[src/rtl/amoled_row_waveform_seq_pkg.sv]
// Shared phase encoding, config select codes and reset-default durations for the row waveform sequencer.
// No logic; imported by the interface, timer and top.
package amoled_wave_pkg;

  typedef enum logic [2:0] {
    PH_IDLE  = 3'd0,
    PH_INIT  = 3'd1,
    PH_PROG  = 3'd2,
    PH_EMIT  = 3'd3,
    PH_COMP2 = 3'd4,
    PH_TAIL  = 3'd5
  } phase_e;

  localparam logic [2:0] SEL_INIT  = 3'd0;
  localparam logic [2:0] SEL_PROG  = 3'd1;
  localparam logic [2:0] SEL_EMIT  = 3'd2;
  localparam logic [2:0] SEL_COMP2 = 3'd3;
  localparam logic [2:0] SEL_TAIL  = 3'd4;
  localparam int         NUM_DUR   = 5;

  localparam int DEF_INIT  = 2000;
  localparam int DEF_PROG  = 3000;
  localparam int DEF_EMIT  = 50000;
  localparam int DEF_COMP2 = 3000;
  localparam int DEF_TAIL  = 2000;

  // Maps a phase to the duration slot it is timed by; IDLE has no slot and returns INIT's.
  function automatic logic [2:0] phase_sel(phase_e p);
    case (p)
      PH_PROG:  return SEL_PROG;
      PH_EMIT:  return SEL_EMIT;
      PH_COMP2: return SEL_COMP2;
      PH_TAIL:  return SEL_TAIL;
      default:  return SEL_INIT;
    endcase
  endfunction

endpackage

[src/rtl/amoled_row_waveform_seq_if.sv]
// Control/config inputs and per-row drive outputs between the timing controller and the sequencer.
// master = timing controller side, slave = sequencer side.
interface amoled_row_waveform_seq_if #(
  parameter int ROWS  = 4,
  parameter int CNT_W = 17
);
  localparam int RW = (ROWS > 1) ? $clog2(ROWS) : 1;

  logic             enable;
  logic             continuous;
  logic             frame_start;
  logic             cfg_wr;
  logic [2:0]       cfg_sel;
  logic [CNT_W-1:0] cfg_data;
  logic [ROWS-1:0]  vinit;
  logic [ROWS-1:0]  vcomp;
  logic [ROWS-1:0]  vscan;
  logic [ROWS-1:0]  vem1;
  logic [ROWS-1:0]  vem2;
  logic             busy;
  logic [RW-1:0]    row_idx;
  logic             frame_done;

  modport master (
    output enable, continuous, frame_start, cfg_wr, cfg_sel, cfg_data,
    input  vinit, vcomp, vscan, vem1, vem2, busy, row_idx, frame_done
  );

  modport slave (
    input  enable, continuous, frame_start, cfg_wr, cfg_sel, cfg_data,
    output vinit, vcomp, vscan, vem1, vem2, busy, row_idx, frame_done
  );

endinterface

[src/rtl/amoled_row_waveform_seq_timer.sv]
// Phase down-counter: load sets the count (0 treated as 1), expire is high while count==1.
// Expire is combinational from the count register; no backpressure.
module amoled_phase_timer #(
  parameter int CNT_W = 17
) (
  input  logic             clk,
  input  logic             reset,
  input  logic             load,
  input  logic [CNT_W-1:0] load_val,
  output logic             expire
);

  logic [CNT_W-1:0] count;

  always_ff @(posedge clk) begin
    if (reset) begin
      count <= '0;
    end else if (load) begin
      count <= (load_val == '0) ? CNT_W'(1) : load_val;
    end else if (count > CNT_W'(1)) begin
      count <= count - CNT_W'(1);
    end
  end

  assign expire = (count == CNT_W'(1));

endmodule

[src/rtl/amoled_row_waveform_seq.sv]
// Multi-row AMOLED drive sequencer: per-row INIT/PROG, then global EMIT/COMP2/TAIL, runtime durations.
// Drives registered from next state (change on the phase edge); frame_start ignored while busy or disabled.
module amoled_row_waveform_seq
  import amoled_wave_pkg::*;
#(
  parameter int ROWS    = 4,
  parameter int CNT_W   = 17,
  parameter int D_INIT  = DEF_INIT,
  parameter int D_PROG  = DEF_PROG,
  parameter int D_EMIT  = DEF_EMIT,
  parameter int D_COMP2 = DEF_COMP2,
  parameter int D_TAIL  = DEF_TAIL
) (
  input logic                      clk,
  input logic                      reset,
  amoled_row_waveform_seq_if.slave bus
);

  localparam int RW = (ROWS > 1) ? $clog2(ROWS) : 1;
  typedef logic [CNT_W-1:0] dur_t;
  localparam dur_t DEFS [NUM_DUR] = '{dur_t'(D_INIT), dur_t'(D_PROG), dur_t'(D_EMIT),
                                      dur_t'(D_COMP2), dur_t'(D_TAIL)};

  dur_t            shadow [NUM_DUR];
  dur_t            active [NUM_DUR];
  phase_e          state, state_nxt;
  logic [RW-1:0]   row, row_nxt;
  logic            start_evt, cont_q, expire, tmr_load;
  dur_t            tmr_val;
  logic [ROWS-1:0] row_oh, vinit_d, vcomp_d, vscan_d, vem1_d, vem2_d;

  always_ff @(posedge clk) begin
    if (reset) begin
      shadow <= DEFS;
      active <= DEFS;
      cont_q <= 1'b0;
    end else begin
      if (bus.cfg_wr && (bus.cfg_sel < 3'(NUM_DUR))) shadow[bus.cfg_sel] <= bus.cfg_data;
      // Copy happens before this edge's cfg_wr lands, so a same-cycle write waits for the next frame.
      if (start_evt) begin
        active <= shadow;
        cont_q <= bus.continuous;
      end
    end
  end

  always_ff @(posedge clk) begin
    if (reset) begin
      state <= PH_IDLE;
      row   <= '0;
    end else begin
      state <= state_nxt;
      row   <= row_nxt;
    end
  end

  always_comb begin
    state_nxt = state;
    row_nxt   = row;
    start_evt = 1'b0;
    if (!bus.enable) begin
      state_nxt = PH_IDLE;
      row_nxt   = '0;
    end else begin
      case (state)
        PH_IDLE: if (bus.frame_start) begin
          state_nxt = PH_INIT;
          row_nxt   = '0;
          start_evt = 1'b1;
        end
        PH_INIT: if (expire) state_nxt = PH_PROG;
        PH_PROG: if (expire) begin
          if (row == RW'(ROWS - 1)) begin
            state_nxt = PH_EMIT;
            row_nxt   = '0;
          end else begin
            state_nxt = PH_INIT;
            row_nxt   = row + RW'(1);
          end
        end
        PH_EMIT:  if (expire) state_nxt = PH_COMP2;
        PH_COMP2: if (expire) state_nxt = PH_TAIL;
        PH_TAIL: if (expire) begin
          if (cont_q) begin
            state_nxt = PH_INIT;
            row_nxt   = '0;
            start_evt = 1'b1;
          end else begin
            state_nxt = PH_IDLE;
          end
        end
        default: state_nxt = PH_IDLE;
      endcase
    end
  end

  // Every transition lands in a different phase, so a phase change is exactly a timer reload.
  assign tmr_load = (state_nxt != state) && (state_nxt != PH_IDLE);
  assign tmr_val  = start_evt ? shadow[phase_sel(state_nxt)] : active[phase_sel(state_nxt)];

  amoled_phase_timer #(.CNT_W(CNT_W)) u_timer (
    .clk      (clk),
    .reset    (reset),
    .load     (tmr_load),
    .load_val (tmr_val),
    .expire   (expire)
  );

  always_comb begin
    row_oh  = ROWS'(1) << row_nxt;
    vinit_d = '0;
    vcomp_d = '0;
    vscan_d = '0;
    vem1_d  = '0;
    vem2_d  = '0;
    case (state_nxt)
      PH_INIT: begin
        vinit_d = row_oh;
        vcomp_d = row_oh;
      end
      PH_PROG: begin
        vcomp_d = row_oh;
        vscan_d = row_oh;
      end
      PH_EMIT: begin
        vem1_d = '1;
        vem2_d = '1;
      end
      PH_COMP2: begin
        vcomp_d = '1;
        vem1_d  = '1;
        vem2_d  = '1;
      end
      PH_TAIL: vem1_d = '1;
      default: ;
    endcase
  end

  always_ff @(posedge clk) begin
    if (reset) begin
      bus.vinit      <= '0;
      bus.vcomp      <= '0;
      bus.vscan      <= '0;
      bus.vem1       <= '0;
      bus.vem2       <= '0;
      bus.busy       <= 1'b0;
      bus.row_idx    <= '0;
      bus.frame_done <= 1'b0;
    end else begin
      bus.vinit      <= vinit_d;
      bus.vcomp      <= vcomp_d;
      bus.vscan      <= vscan_d;
      bus.vem1       <= vem1_d;
      bus.vem2       <= vem2_d;
      bus.busy       <= (state_nxt != PH_IDLE);
      bus.row_idx    <= (state_nxt == PH_INIT || state_nxt == PH_PROG) ? row_nxt : '0;
      bus.frame_done <= bus.enable && (state == PH_TAIL) && expire;
    end
  end

endmodule

[src/flat_wrapper.sv]
// flat-port wrapper written by rule: the top's interface ports become plain ports
module amoled_row_waveform_seq_flat import amoled_wave_pkg::*;
#(
  parameter int ROWS    = 4,
  parameter int CNT_W   = 17,
  parameter int D_INIT  = DEF_INIT,
  parameter int D_PROG  = DEF_PROG,
  parameter int D_EMIT  = DEF_EMIT,
  parameter int D_COMP2 = DEF_COMP2,
  parameter int D_TAIL  = DEF_TAIL
)
  (clk, reset, bus_enable, bus_continuous, bus_frame_start, bus_cfg_wr, bus_cfg_sel, bus_cfg_data, bus_vinit, bus_vcomp, bus_vscan, bus_vem1, bus_vem2, bus_busy, bus_row_idx, bus_frame_done);
  amoled_row_waveform_seq_if #(.ROWS(ROWS), .CNT_W(CNT_W)) bus_i ();
  input logic clk;
  input logic reset;
  input wire logic [$bits(bus_i.enable)-1:0] bus_enable;
  input wire logic [$bits(bus_i.continuous)-1:0] bus_continuous;
  input wire logic [$bits(bus_i.frame_start)-1:0] bus_frame_start;
  input wire logic [$bits(bus_i.cfg_wr)-1:0] bus_cfg_wr;
  input wire logic [$bits(bus_i.cfg_sel)-1:0] bus_cfg_sel;
  input wire logic [$bits(bus_i.cfg_data)-1:0] bus_cfg_data;
  output wire logic [$bits(bus_i.vinit)-1:0] bus_vinit;
  output wire logic [$bits(bus_i.vcomp)-1:0] bus_vcomp;
  output wire logic [$bits(bus_i.vscan)-1:0] bus_vscan;
  output wire logic [$bits(bus_i.vem1)-1:0] bus_vem1;
  output wire logic [$bits(bus_i.vem2)-1:0] bus_vem2;
  output wire logic [$bits(bus_i.busy)-1:0] bus_busy;
  output wire logic [$bits(bus_i.row_idx)-1:0] bus_row_idx;
  output wire logic [$bits(bus_i.frame_done)-1:0] bus_frame_done;
  assign bus_i.enable = bus_enable;
  assign bus_i.continuous = bus_continuous;
  assign bus_i.frame_start = bus_frame_start;
  assign bus_i.cfg_wr = bus_cfg_wr;
  assign bus_i.cfg_sel = bus_cfg_sel;
  assign bus_i.cfg_data = bus_cfg_data;
  assign bus_vinit = bus_i.vinit;
  assign bus_vcomp = bus_i.vcomp;
  assign bus_vscan = bus_i.vscan;
  assign bus_vem1 = bus_i.vem1;
  assign bus_vem2 = bus_i.vem2;
  assign bus_busy = bus_i.busy;
  assign bus_row_idx = bus_i.row_idx;
  assign bus_frame_done = bus_i.frame_done;
  amoled_row_waveform_seq #(.ROWS(ROWS), .CNT_W(CNT_W), .D_INIT(D_INIT), .D_PROG(D_PROG), .D_EMIT(D_EMIT), .D_COMP2(D_COMP2), .D_TAIL(D_TAIL)) u_core (.clk(clk), .reset(reset), .bus(bus_i));
endmodule
[config.mk]
export PLATFORM = sky130hd
export DESIGN_NAME = amoled_row_waveform_seq_flat
export DESIGN_NICKNAME = d
export VERILOG_FILES = /design/src/rtl/amoled_row_waveform_seq_pkg.sv /design/src/rtl/amoled_row_waveform_seq_if.sv /design/src/rtl/amoled_row_waveform_seq_timer.sv /design/src/rtl/amoled_row_waveform_seq.sv /design/src/flat_wrapper.sv
export SDC_FILE = /design/constraint.sdc
export NUM_CORES = 1
export LEC_CHECK = 0
export BUFFER_PORTS_ARGS = -buffer_cell sky130_fd_sc_hd__buf_4
export CORE_ASPECT_RATIO = 2
export CORE_MARGIN = 2
export CORE_UTILIZATION = 54
export DETAILED_ROUTE_END_ITERATION = 8
export MAX_ROUTING_LAYER = met4
export PLACE_DENSITY_LB_ADDON = 0.08
export RECOVER_POWER = 100
export SLEW_MARGIN = 20
export SYNTH_ARGS = -nofsm -noshare
export SYNTH_HDL_FRONTEND = slang
export SYNTH_SLANG_ARGS = --single-unit
[constraint.sdc]
create_clock -name clk -period 5.6 [get_ports clk]
set_input_delay 0.28 -clock clk [delete_from_list [all_inputs] [get_ports clk]]
set_output_delay 0.28 -clock clk [all_outputs]
set_load 0.02 [all_outputs]
Word level (Yosys, flattened, before mapping)
Index checks and enable logic that the tools add are counted.
{"block": "totals", "regBits": 217, "input_bits": 26, "out_inout_bits": 24}
{"block": "classes", "n_addsub": 2, "n_lt_le_gt_ge": 5, "n_mux": 39, "n_eq_ne": 13, "bitwise": 5, "n_reduce_logical": 16, "n_shift": 1}
{"operator": "two-way mux 17 bit", "count": 9}
{"operator": "binary-select mux 17 bit (select 3 bit)", "count": 2}
{"operator": "bitwise mux 85 bit", "count": 1}
{"operator": "demux 17 bit (select 3 bit)", "count": 1}
{"operator": "two-way mux 3 bit", "count": 7}
{"operator": "one-hot mux 3 bit (6 select lines)", "count": 1}
{"operator": "equality test 17 x 1 -> 1 bit (second input constant)", "count": 1}
{"operator": "> comparator 17 x 1 -> 1 bit (second input constant)", "count": 1}
{"operator": "zero test 17 bit", "count": 1}
{"operator": "subtractor 17 x 1 -> 17 bit (second input constant)", "count": 1}
{"operator": "two-way mux 2 bit", "count": 7}
{"operator": "equality test 3 x 2 -> 1 bit (second input constant)", "count": 4}
{"operator": "equality test 3 bit (second input constant)", "count": 4}
{"operator": "one-hot mux 3 bit (4 select lines)", "count": 1}
{"operator": "OR reduction 2 bit", "count": 5}
{"operator": "greater-or-equal comparator 4 bit (second input constant)", "count": 2}
{"operator": "two-way mux 4 bit", "count": 2}
{"operator": "inverter 3 -> 4 bit", "count": 2}
{"operator": "one-hot mux 4 bit (2 select lines)", "count": 1}
{"operator": "equality test 3 x 1 -> 1 bit (second input constant)", "count": 2}
{"operator": "one-hot mux 2 bit (3 select lines)", "count": 1}
{"operator": "logical AND 1 bit", "count": 5}
{"operator": "two-way mux 1 bit", "count": 5}
{"operator": "less-than comparator 4 x 1 -> 1 bit (second input constant)", "count": 1}
{"operator": "12 further kinds", "count": 14}

Longest topological paths before layout
Gate-level depths: netlist of run 1.
{"block": "logic_depth", "word_depth": 15, "ltp_mapped": 16, "ltp_nobuf": 12}

Hierarchy
A second synthesis of run 1 with hierarchy kept.
{"block": "unflattened", "hier_cells": 1154, "area_unflattened_um2": 9192.6}
{"module": "amoled_row_waveform_seq", "n_inst": 1, "area_each_um2": 8000.2, "cells_per_inst": 1015}
{"module": "amoled_phase_timer", "n_inst": 1, "area_each_um2": 1192.4, "cells_per_inst": 139}

Least setup slack after synthesis of run 1
No wires, ideal clock.
{"block": "synth_timing", "path_type": "register to register", "startpoint": "register u_core.u_timer.count[0]", "endpoint": "register u_core.u_timer.count[0]", "setup_ns": 0.069, "synth_period_minus_slack_ns": 3.174, "path_stages_with_launch": 13, "arrival_ns": 3.105, "setup_slack_ns": 2.426, "t_required_ns": 5.531, "path_cell_list": "dfxtp_1 ha_1 nor4b_2 nand4_4 or3_4 a22oi_4 buf_4 mux2i_1 a21oi_1 o41ai_1 nand3_1 or4_1 o21ai_1"}
{"block": "synth_via", "elab_chain_cells": 14, "word_cells_on_any_way": 34, "cone_classes": "1 x add/sub; 1 x order compare; 6 x eq/ne; 21 x mux; 1 x bitwise; 4 x reduce/logical"}
{"item": "start, declared", "line": "amoled_row_waveform_seq_timer.sv:13", "text": "logic [CNT_W-1:0] count;"}
{"item": "start signal, assigned", "line": "amoled_row_waveform_seq_timer.sv:19", "text": "count <= (load_val == '0) ? CNT_W'(1) : load_val;"}
{"item": "start signal, assigned", "line": "amoled_row_waveform_seq_timer.sv:21", "text": "count <= count - CNT_W'(1);"}
{"item": "equality test 17 x 1 -> 1 bit", "line": "amoled_row_waveform_seq_timer.sv:25", "text": "assign expire = (count == CNT_W'(1));"}
{"item": "two-way mux 3 bit, on equally long branches"}
{"item": "one-hot mux 3 bit (6 select lines)", "line": "amoled_row_waveform_seq.sv:65", "text": "case (state)"}
{"item": "two-way mux 3 bit", "line": "amoled_row_waveform_seq.sv:61", "text": "if (!bus.enable) begin"}
{"item": "equality test 3 bit / equality test 3 x 2 -> 1 bit (equally long branches)", "line": "amoled_row_waveform_seq_pkg.sv:29", "text": "case (p)"}
{"item": "one-hot mux 3 bit (4 select lines)", "line": "amoled_row_waveform_seq_pkg.sv:29"}
{"item": "inverter 3 -> 4 bit (implied by the code)", "line": "amoled_row_waveform_seq.sv:99", "text": "assign tmr_val = start_evt ? shadow[phase_sel(state_nxt)] : active[phase_sel(state_nxt)];"}
{"item": "binary-select mux 17 bit (select 3 bit)", "line": "amoled_row_waveform_seq.sv:99"}
{"item": "two-way mux 17 bit (implied by the code) (2 in series)", "line": "amoled_row_waveform_seq.sv:99"}
{"item": "two-way mux 17 bit", "line": "amoled_row_waveform_seq.sv:99"}
{"item": "zero test 17 bit", "line": "amoled_row_waveform_seq_timer.sv:19"}
{"item": "two-way mux 17 bit", "line": "amoled_row_waveform_seq_timer.sv:19"}
{"item": "two-way mux 17 bit", "line": "amoled_row_waveform_seq_timer.sv:18", "text": "end else if (load) begin"}
Parallel ways exist; a longest one is shown, timed or not. The select of a mux whose other input is x is not followed.
A chain may end at the register's enable or synchronous reset.

Worst setup path in the final report of run 1
Ends and elaborated chain as after synthesis.

==> results of run 1 <==
power by group through the flow:
stage / clock [mW] / sequential (mW) / combinational [mW]
after floorplan: 0 / 1.67 / 0.417
after global placement: 0 / 1.68 / 0.526
after detailed placement: 0 / 1.68 / 0.532
after CTS: 1.34 / 1.65 / 0.539
after global routing: 1.39 / 1.66 / 0.597
final: 1.31 / 1.65 / 0.534
per-stage QoR:
step	total power, mW	hold slack [ps]	cells	util [%]	setup slack (ps)
2_1_floorplan	2.09	401	1130	-	2430
3_3_place_gp	2.21	438	1313	56.9	1620
3_5_place_dp	2.22	444	1313	56.9	1470
4_1_cts	3.53	23.0	1348	60.7	1430
5_1_grt	3.64	42.9	1348	59.8	800
6_report	3.50	37.9	1348	59.8	1160
final cells by class:
class                      instances  area share [%]
multi-input combinational        831            44.7
sequential                       211            42.5
clock buffer                      32            6.21
timing repair buffer              59            3.53
tap                              207            2.61
inverter                           5           0.189
clock inverter                     3           0.176
synth_stat cells, types with 3 or more instances:
cell      count
a211o_1       4
a211oi_1     16
a21o_1        4
a21oi_1     144
a22o_1        4
a22oi_1       3
and2_1        3
and3_1        3
buf_2         7
buf_4         8
buf_6         3
clkbuf_1     63
dfxtp_1     211
ha_1          3
inv_1         4
mux2i_1      34
nand2_1     320
nand2b_1     19
nand3_1      13
nand3b_1     46
nor2_1       88
nor2b_1       8
nor3_1       22
o21ai_0       5
o21bai_1     12
o31ai_1       3
or2_2         4
or3_1        11
or4_1         3
xnor2_1       7
xor2_1        8
kinds of logic after synthesis:
| family | after synthesis |
|---|---|
| simple gates | 558 |
| compound gates | 219 |
| flops | 211 |
| buf+inv | 88 |
| mux | 36 |
| xor+xnor | 15 |
| fa+ha+maj | 3 |
worst max-delay path: cells and delay by family (launching register included):
kind	cells	cell delay [ps]
muxes	1	300
DFF	1	410
adders and majority gates	1	170
AOI/OAI and AO/OA	3	860
and+or+nand+nor	5	2020
buffers and inverters	1	560
metal layers:
metal	GRT usage [%]	vias up	wire length [um]
li1	-	3794	-
met5	-	-	0
met1	35.3	3594	9950
met4	8.57	0	719
met2	44.2	215	11700
met3	2.58	50	1190
final timing paths:
kind | start | to | slack [ps] | cells after the start
worst min register to register | u_core.shadow[36]$_SDFFE_PP0P_ | u_core.active[36]$_SDFFE_PP0P_ | 450 | 2
worst min-delay path | bus_cfg_data[11] | u_core.shadow[62]$_SDFFE_PP1P_ | 40 | 3
worst max-delay path | u_core.u_timer.count[0]$_SDFFE_PP0P_ | u_core.u_timer.count[0]$_SDFFE_PP0P_ | 1160 | 11
worst max register to register | u_core.u_timer.count[0]$_SDFFE_PP0P_ | u_core.u_timer.count[0]$_SDFFE_PP0P_ | 1160 | 11
flip-flops by register name, summed over array words and instances, names as in the netlist:
signal and flops:
u_core.bus.row_idx 2, u_core.bus.busy 1, u_core.bus.vscan 4, u_core.cont_q 1, u_core.u_timer.count 17, u_core.bus.frame_done 1
u_core.bus.vem1 1, u_core.bus.vem2 1, u_core.bus.vcomp 4, u_core.bus.vinit 4, u_core.state 3, u_core.row 2
u_core.shadow 85, u_core.active 85
==> out/metrics.csv, run 1 <==
metric;value;unit
status;finished, violations left;
violations;capacitance limit, slew limit;
fillCellCount;1584;
worst_ep_required_time;6020;ps
ys_ff_latch;211;
layout_common_cells;319 x nand2_1, 211 x dfxtp_1, 144 x a21oi_1;
synth_nets;1159;
synth_ff_type;dfxtp_1;
layout-drive-gt1-share;7.01;%
clockRootBuffer;clkbuf_16;
post_cts_resized;0;
postCtsSetupBuffers;0;
p_int;2.54;mW
pwr-share-clk;37.5;%
crit_slowest_cell;and2_4;
power_frac_comb;15.3;%
ctsHoldBuffers;0;
final_nets;1157;
synth_edf_count;0;
area_growth;9.72;%
core_area;16600;um^2
hold_violations;0;
finalSetupViolations;0;
chipWidth;95.5;um
ant_nets;0;
grt_pass1_wl;37400;um
place.gp.congestion;0.884;
finalInstanceArea;9930;um^2
grt_max_degree;105;
place_area;9440;um^2
crit_chain;ha_1 > nor4b_1 > nand4_4 > o31ai_1 > and2_4 > clkbuf_1 > mux2i_1 > o32ai_1 > nor4_1 > nand4_1 > o21ai_0;
drc;0;
yosys_warnings;0;
grt_use_total;27.2;%
syn_avg_cell_area;8.01;um^2
layout_commonest_cell;nand2_1;
maxSlewHeadroom;-182;%
yosysTopAreaCellShare;46.7;%
ir_drop;242;uV
yosysUniqueCellTypes;65;
first_pass_iters;5;
period_needed;4440;ps
start_util;54.5;%
cts.clk_slew.worst_paths;60;ps
switching_power;0.960;mW
synth.area.mux_share;4.01;%
cts_tree;done;
finalCritPeriodShare;79.2;%
wire_per_inst;17.5;um
maxCapViolCount;4;
yosysSeqAreaShare;46.7;%
rsz0062_at_grt;false;
clock-sinks;211;
setup_tns;0;ps
first_global_vias;7242;
antenna_found_initial;0;
seqCellArea;4220;um^2
clock.fmax;225;MHz
cts_buffers;20;
synth_compound_area_share;14.8;%
die_y;187;um
synth_area_leader_cell;dfxtp_1;
power_density;352;nW/um^2
setup.worst_path.start_class;flop;
pwr-share-seq;47.2;%
clock_latency;500;ps
clock_path_buffers;3;
synth_fa_ha_area_share;0.415;%
cp_slowest_stage_delay;590;ps
crit_type;flop to flop;
crit_arrival;4850;ps
swShare;27.4;%
rows;67;
dp_hpwl;14800;um
synthCells;1130;
synthSimpleGateAreaFrac;28.4;%
syn_area;9050;um^2
endpoint_kind;flop;
ioPinCount;50;
worst_pin_slew;4230;ps
grt_remaining_overflow;0;
die_area;17900;um^2
async_flop_share;0;%
drtIter0Drc;527;
ctsHtreeMaxLevel;1;
p_leak;3.66;nW
finClkSkew;15.3;ps
dr_total_vias;7653;
synth_top_family_by_area;simple AND/OR/NAND/NOR gates;
synth-xor-area-share;1.45;%
maxSlewViolCount;159;
hold_path.class;input pin to flop;
multi_input_area;4440;um^2
synth_area_leaders;dfxtp_1 47%, nand2_1 13%, a21oi_1 8.0%, nand3b_1 3.8%, mux2i_1 3.8%;
io_buffers;49;
wl;23500;um
path_max_fanout;36;
avgViaCountPerCell;5.68;
antenna_cells;0;
Power figures use the tool's default switching activity.
==> run 2: changes to the inputs <==
==> constraint.sdc (replaced) <==
create_clock -name clk -period 4.07 [get_ports clk]
set_input_delay 0.2035 -clock clk [delete_from_list [all_inputs] [get_ports clk]]
set_output_delay 0.2035 -clock clk [all_outputs]
set_load 0.02 [all_outputs]
==> out/metrics.csv, run 2 (synthesized netlist as in run 1, its figures left out) <==
metric;value;unit
status;finished, violations left;
violations;capacitance limit, slew limit;
multi_input_area;4450;um^2
first_global_vias;7376;
finalCritPeriodShare;90.5;%
seqCellArea;4220;um^2
ir_drop;316;uV
cts_buffers;20;
core_area;16600;um^2
setup_slack;388;ps
layout_common_cells;319 x nand2_1, 211 x dfxtp_1, 144 x a21oi_1;
power_density;480;nW/um^2
dr_total_vias;7760;
grt_use_total;27.3;%
largestRegisters;u_core.active: 85 flops, u_core.shadow: 85 flops, u_core.u_timer.count: 17 flops;
total_power;4.89;mW
fillCellCount;1525;
clock_path_buffers;3;
clock-sinks;211;
clock.fmax;272;MHz
setup_tns;0;ps
io_buffers;49;
first_pass_iters;5;
p_leak;3.78;nW
die_area;17900;um^2
maxSlewHeadroom;-118;%
finalInstanceArea;10200;um^2
maxCapViolCount;3;
final_nets;1183;
rsz0062_at_grt;false;
hold_violations;0;
worst_pin_slew;3270;ps
crit_arrival;4110;ps
fin_cells;1374;
hold_path.class;input pin to flop;
holdWs;57.6;ps
layout-drive-gt1-share;7.97;%
ctsHtreeMaxLevel;1;
antenna_found_initial;0;
place.gp.congestion;0.897;
ant_nets;0;
grt_remaining_overflow;0;
cts.clk_slew.worst_paths;70;ps
finalSetupViolations;0;
clockRootBuffer;clkbuf_16;
crit_type;flop to flop;
layout_commonest_cell;nand2_1;
wire_per_inst;17.0;um
grt_pass1_wl;37600;um
start_util;54.5;%
area_growth;12.7;%
rows;67;
period_needed;3680;ps
drtIter0Drc;496;
path_max_fanout;28;
clock_latency;520;ps
wl;23400;um
worst_ep_required_time;4500;ps
fin_util;61.5;%
avgViaCountPerCell;5.65;
dp.cells;1321;
setup.worst_path.start_class;flop;
maxSlewViolCount;54;
ioPinCount;50;
finClkSkew;27.5;ps
place_area;9500;um^2
place_ws;393;ps
drc;0;
chipWidth;95.5;um
cts_tree;done;
endpoint_kind;flop;
grt_max_degree;97;
antenna_cells;0;
dp_hpwl;15300;um
die_y;187;um
==> run 2: changes by cell type in the layout (fill, tap and decap cells not counted), moves of 2 or more <==
cell,change
clkbuf_8,-4
clkbuf_1,-3
bufinv_16,+2
dlygate4sd3_1,+18
clkinvlp_4,+3
buf_4,+8
==> run 2: repair_timing <==
item                                   in CTS  in global routing
setup buffers                               0                  0
setup endpoints to repair                   0                  1
hold buffers                               18                  0
resized for setup                           0                  1
endpoints found under the hold margin      81                  0
==> run 2: final timing paths <==
kind	from	to	slack, ps	depth (start not counted)
setup / recovery	u_core.u_timer.count[0]$_SDFFE_PP0P_	u_core.u_timer.count[0]$_SDFFE_PP0P_	390	12
hold / removal	reset	u_core.row[0]$_SDFF_PP0_	60	2
setup reg to reg	u_core.u_timer.count[0]$_SDFFE_PP0P_	u_core.u_timer.count[0]$_SDFFE_PP0P_	390	12
hold reg to reg	u_core.shadow[23]$_SDFFE_PP0P_	u_core.active[23]$_SDFFE_PP0P_	450	2
==> run 2: power breakdown <==
group | internal, mW | switching, mW
registers | 2.16 | 0.109
logic | 0.313 | 0.444
clock network | 1.06 | 0.805
==> run 2: critical path: stages (launching register included) <==
cell and delay, ps:
dfxtp_1 410, ha_1 170, nor4b_2 330, nand4_4 230, o31ai_2 400, and2_4 460, clkbuf_1 530, mux2i_1 300
nor2_1 60, a211o_1 300, nor3_1 160, nand4_1 110, o21ai_1 150
==> run 2: routing by layer <==
| layer | vias up | share of wire, % | GRT usage [%] |
|---|---|---|---|
| met5 | - | 0 | - |
| met4 | 0 | 2.6 | 8.63 |
| met3 | 44 | 5.2 | 3.59 |
| met2 | 213 | 49 | 43.5 |
| met1 | 3657 | 43 | 35.7 |
| li1 | 3846 | - | - |
==> run 2: final cells by class <==
cell class / instances / share of cell area [%]
multi-input combinational: 831 / 43.7
sequential: 211 / 41.4
timing repair buffer: 85 / 5.79
clock buffer: 24 / 5.15
tap: 207 / 2.54
clock inverter: 11 / 1.28
inverter: 5 / 0.184
==> run 3: changes to the inputs <==
--- a/config.mk
+++ b/config.mk
@@ -10,6 +10,7 @@
 export CORE_MARGIN = 2
 export CORE_UTILIZATION = 54
 export DETAILED_ROUTE_END_ITERATION = 8
+export GPL_TIMING_DRIVEN = 0
 export MAX_ROUTING_LAYER = met4
 export PLACE_DENSITY_LB_ADDON = 0.08
 export RECOVER_POWER = 100
==> out/metrics.csv, run 3 (synthesized netlist as in run 1, its figures left out) <==
metric;value;unit
grt_max_degree;20;
ir_drop;352;uV
avgViaCountPerCell;5.78;
antenna_found_initial;0;
die_y;187;um
worst_ep_required_time;4480;ps
maxCapViolCount;0;
clock-sinks;211;
setup.worst_path.start_class;flop;
dr_total_vias;8284;
crit_path_start;u_core.u_timer.count[0]$_SDFFE_PP0P_;
drc;0;
crit_arrival;4430;ps
die_area;17900;um^2
power_density;489;nW/um^2
worst_pin_slew;1450;ps
path_max_fanout;9;
area_growth;16.0;%
dp_hpwl;21300;um
layout-drive-gt1-share;8.56;%
core_area;16600;um^2
rows;67;
clock.fmax;249;MHz
ioPinCount;50;
hold_start;bus_cfg_data[3];
drtIter0Drc;566;
grt_util_met2;54.6;%
finalCritPeriodShare;98.8;%
p_leak;3.92;nW
io_buffers;47;
start_util;54.5;%
use_met1;41.6;%
maxSlewViolCount;0;
holdWs;14.4;ps
hold_path.class;input pin to flop;
total_power;5.14;mW
cts_tree;done;
fillCellCount;1566;
finClkSkew;21.1;ps
ant_nets;0;
maxSlewHeadroom;2.84;%
reg2reg_from;u_core.u_timer.count[0]$_SDFFE_PP0P_;
first_pass_iters;6;
hold_violations;0;
place.gp.congestion;0.973;
clockRootBuffer;clkbuf_16;
ctsHtreeMaxLevel;1;
layout_commonest_cell;nand2_1;
finalSetupViolations;0;
cts.clk_slew.worst_paths;70;ps
final_nets;1243;
antenna_cells;0;
chipWidth;95.5;um
period_needed;4020;ps
first_global_vias;8014;
grt_use_total;33.7;%
grt_most_used_layer;met2;
cts_buffers;19;
grt_pass1_wl;44700;um
wl;29200;um
crit_type;flop to flop;
layout_common_cells;320 x nand2_1, 211 x dfxtp_1, 144 x a21oi_1;
status;complete, no violations;
clock_path_buffers;3;
largestRegisters;u_core.active: 85 flops, u_core.shadow: 85 flops, u_core.u_timer.count: 17 flops;
wire_per_inst;20.4;um
use_met3;4.19;%
endpoint_kind;flop;
grt_remaining_overflow;0;
clock_latency;510;ps
## run 3: repair_timing
action	4_1_cts	5_1_grt
setup buffers	0	1
gates resized for setup	1	5
hold buffers	16	0
endpoints found under the setup margin	1	2
endpoints found under the hold margin	48	0
pin swaps	1	1
## run 3: area by class of cell
cell class / count / area (um^2) / share of cell area (%)
flip-flops and latches: 211 / 4220 / 40.2
clock buffers: 24 / 534 / 5.09
clock inverters: 9 / 174 / 1.66
repair buffers: 64 / 465 / 4.43
inverters: 5 / 18.8 / 0.179
plain buffers: 82 / 374 / 3.56
multi-input cells: 831 / 4450 / 42.4
well taps: 207 / 259 / 2.47
## run 3: final timing paths
kind,slack (ps),cells after the start,to
max,50,11,u_core.u_timer.count[0]$_SDFFE_PP0P_
min,10,3,u_core.shadow[54]$_SDFFE_PP1P_
max reg2reg,50,11,u_core.u_timer.count[0]$_SDFFE_PP0P_
min reg2reg,450,2,u_core.active[45]$_SDFFE_PP0P_
## run 3: stage by stage
stage	setup WS (ps)	area (um^2)	std cells	TNS (ps)	utilization (%)
2_1_floorplan	896	9050	1130	0	-
3_3_place_gp	-52.1	9660	1384	-52.1	58.2
3_5_place_dp	-43.7	9670	1384	-43.7	58.2
4_1_cts	4.60	10500	1432	0	63.5
5_1_grt	-42.0	10500	1433	-42.0	63.2
6_report	49.8	10500	1433	0	63.2
## run 3: power by group
group	leakage [nW]	switching, mW	internal, mW
registers	1.71	0.109	2.16
clock network	0.351	0.800	1.25
logic	1.86	0.498	0.319
total	3.92	1.41	3.73
## run 3: worst max-delay path: stages, from the launching register on
cell      delay (ps)
dfxtp_1          420
ha_1             170
nor4b_2          320
nand4_4          260
o211ai_1         340
a22oi_1          410
a21oi_2          610
a21oi_1          150
nor3_1           510
nand3_1          140
or4_1            420
o21ai_1          180
## run 3: layer usage
metal  part of all wire [%]  vias to the layer above
met5                      0                        -
met4                    5.1                        0
met3                    6.6                      104
met2                     49                      336
met1                     40                     3879
li1                       -                     3965
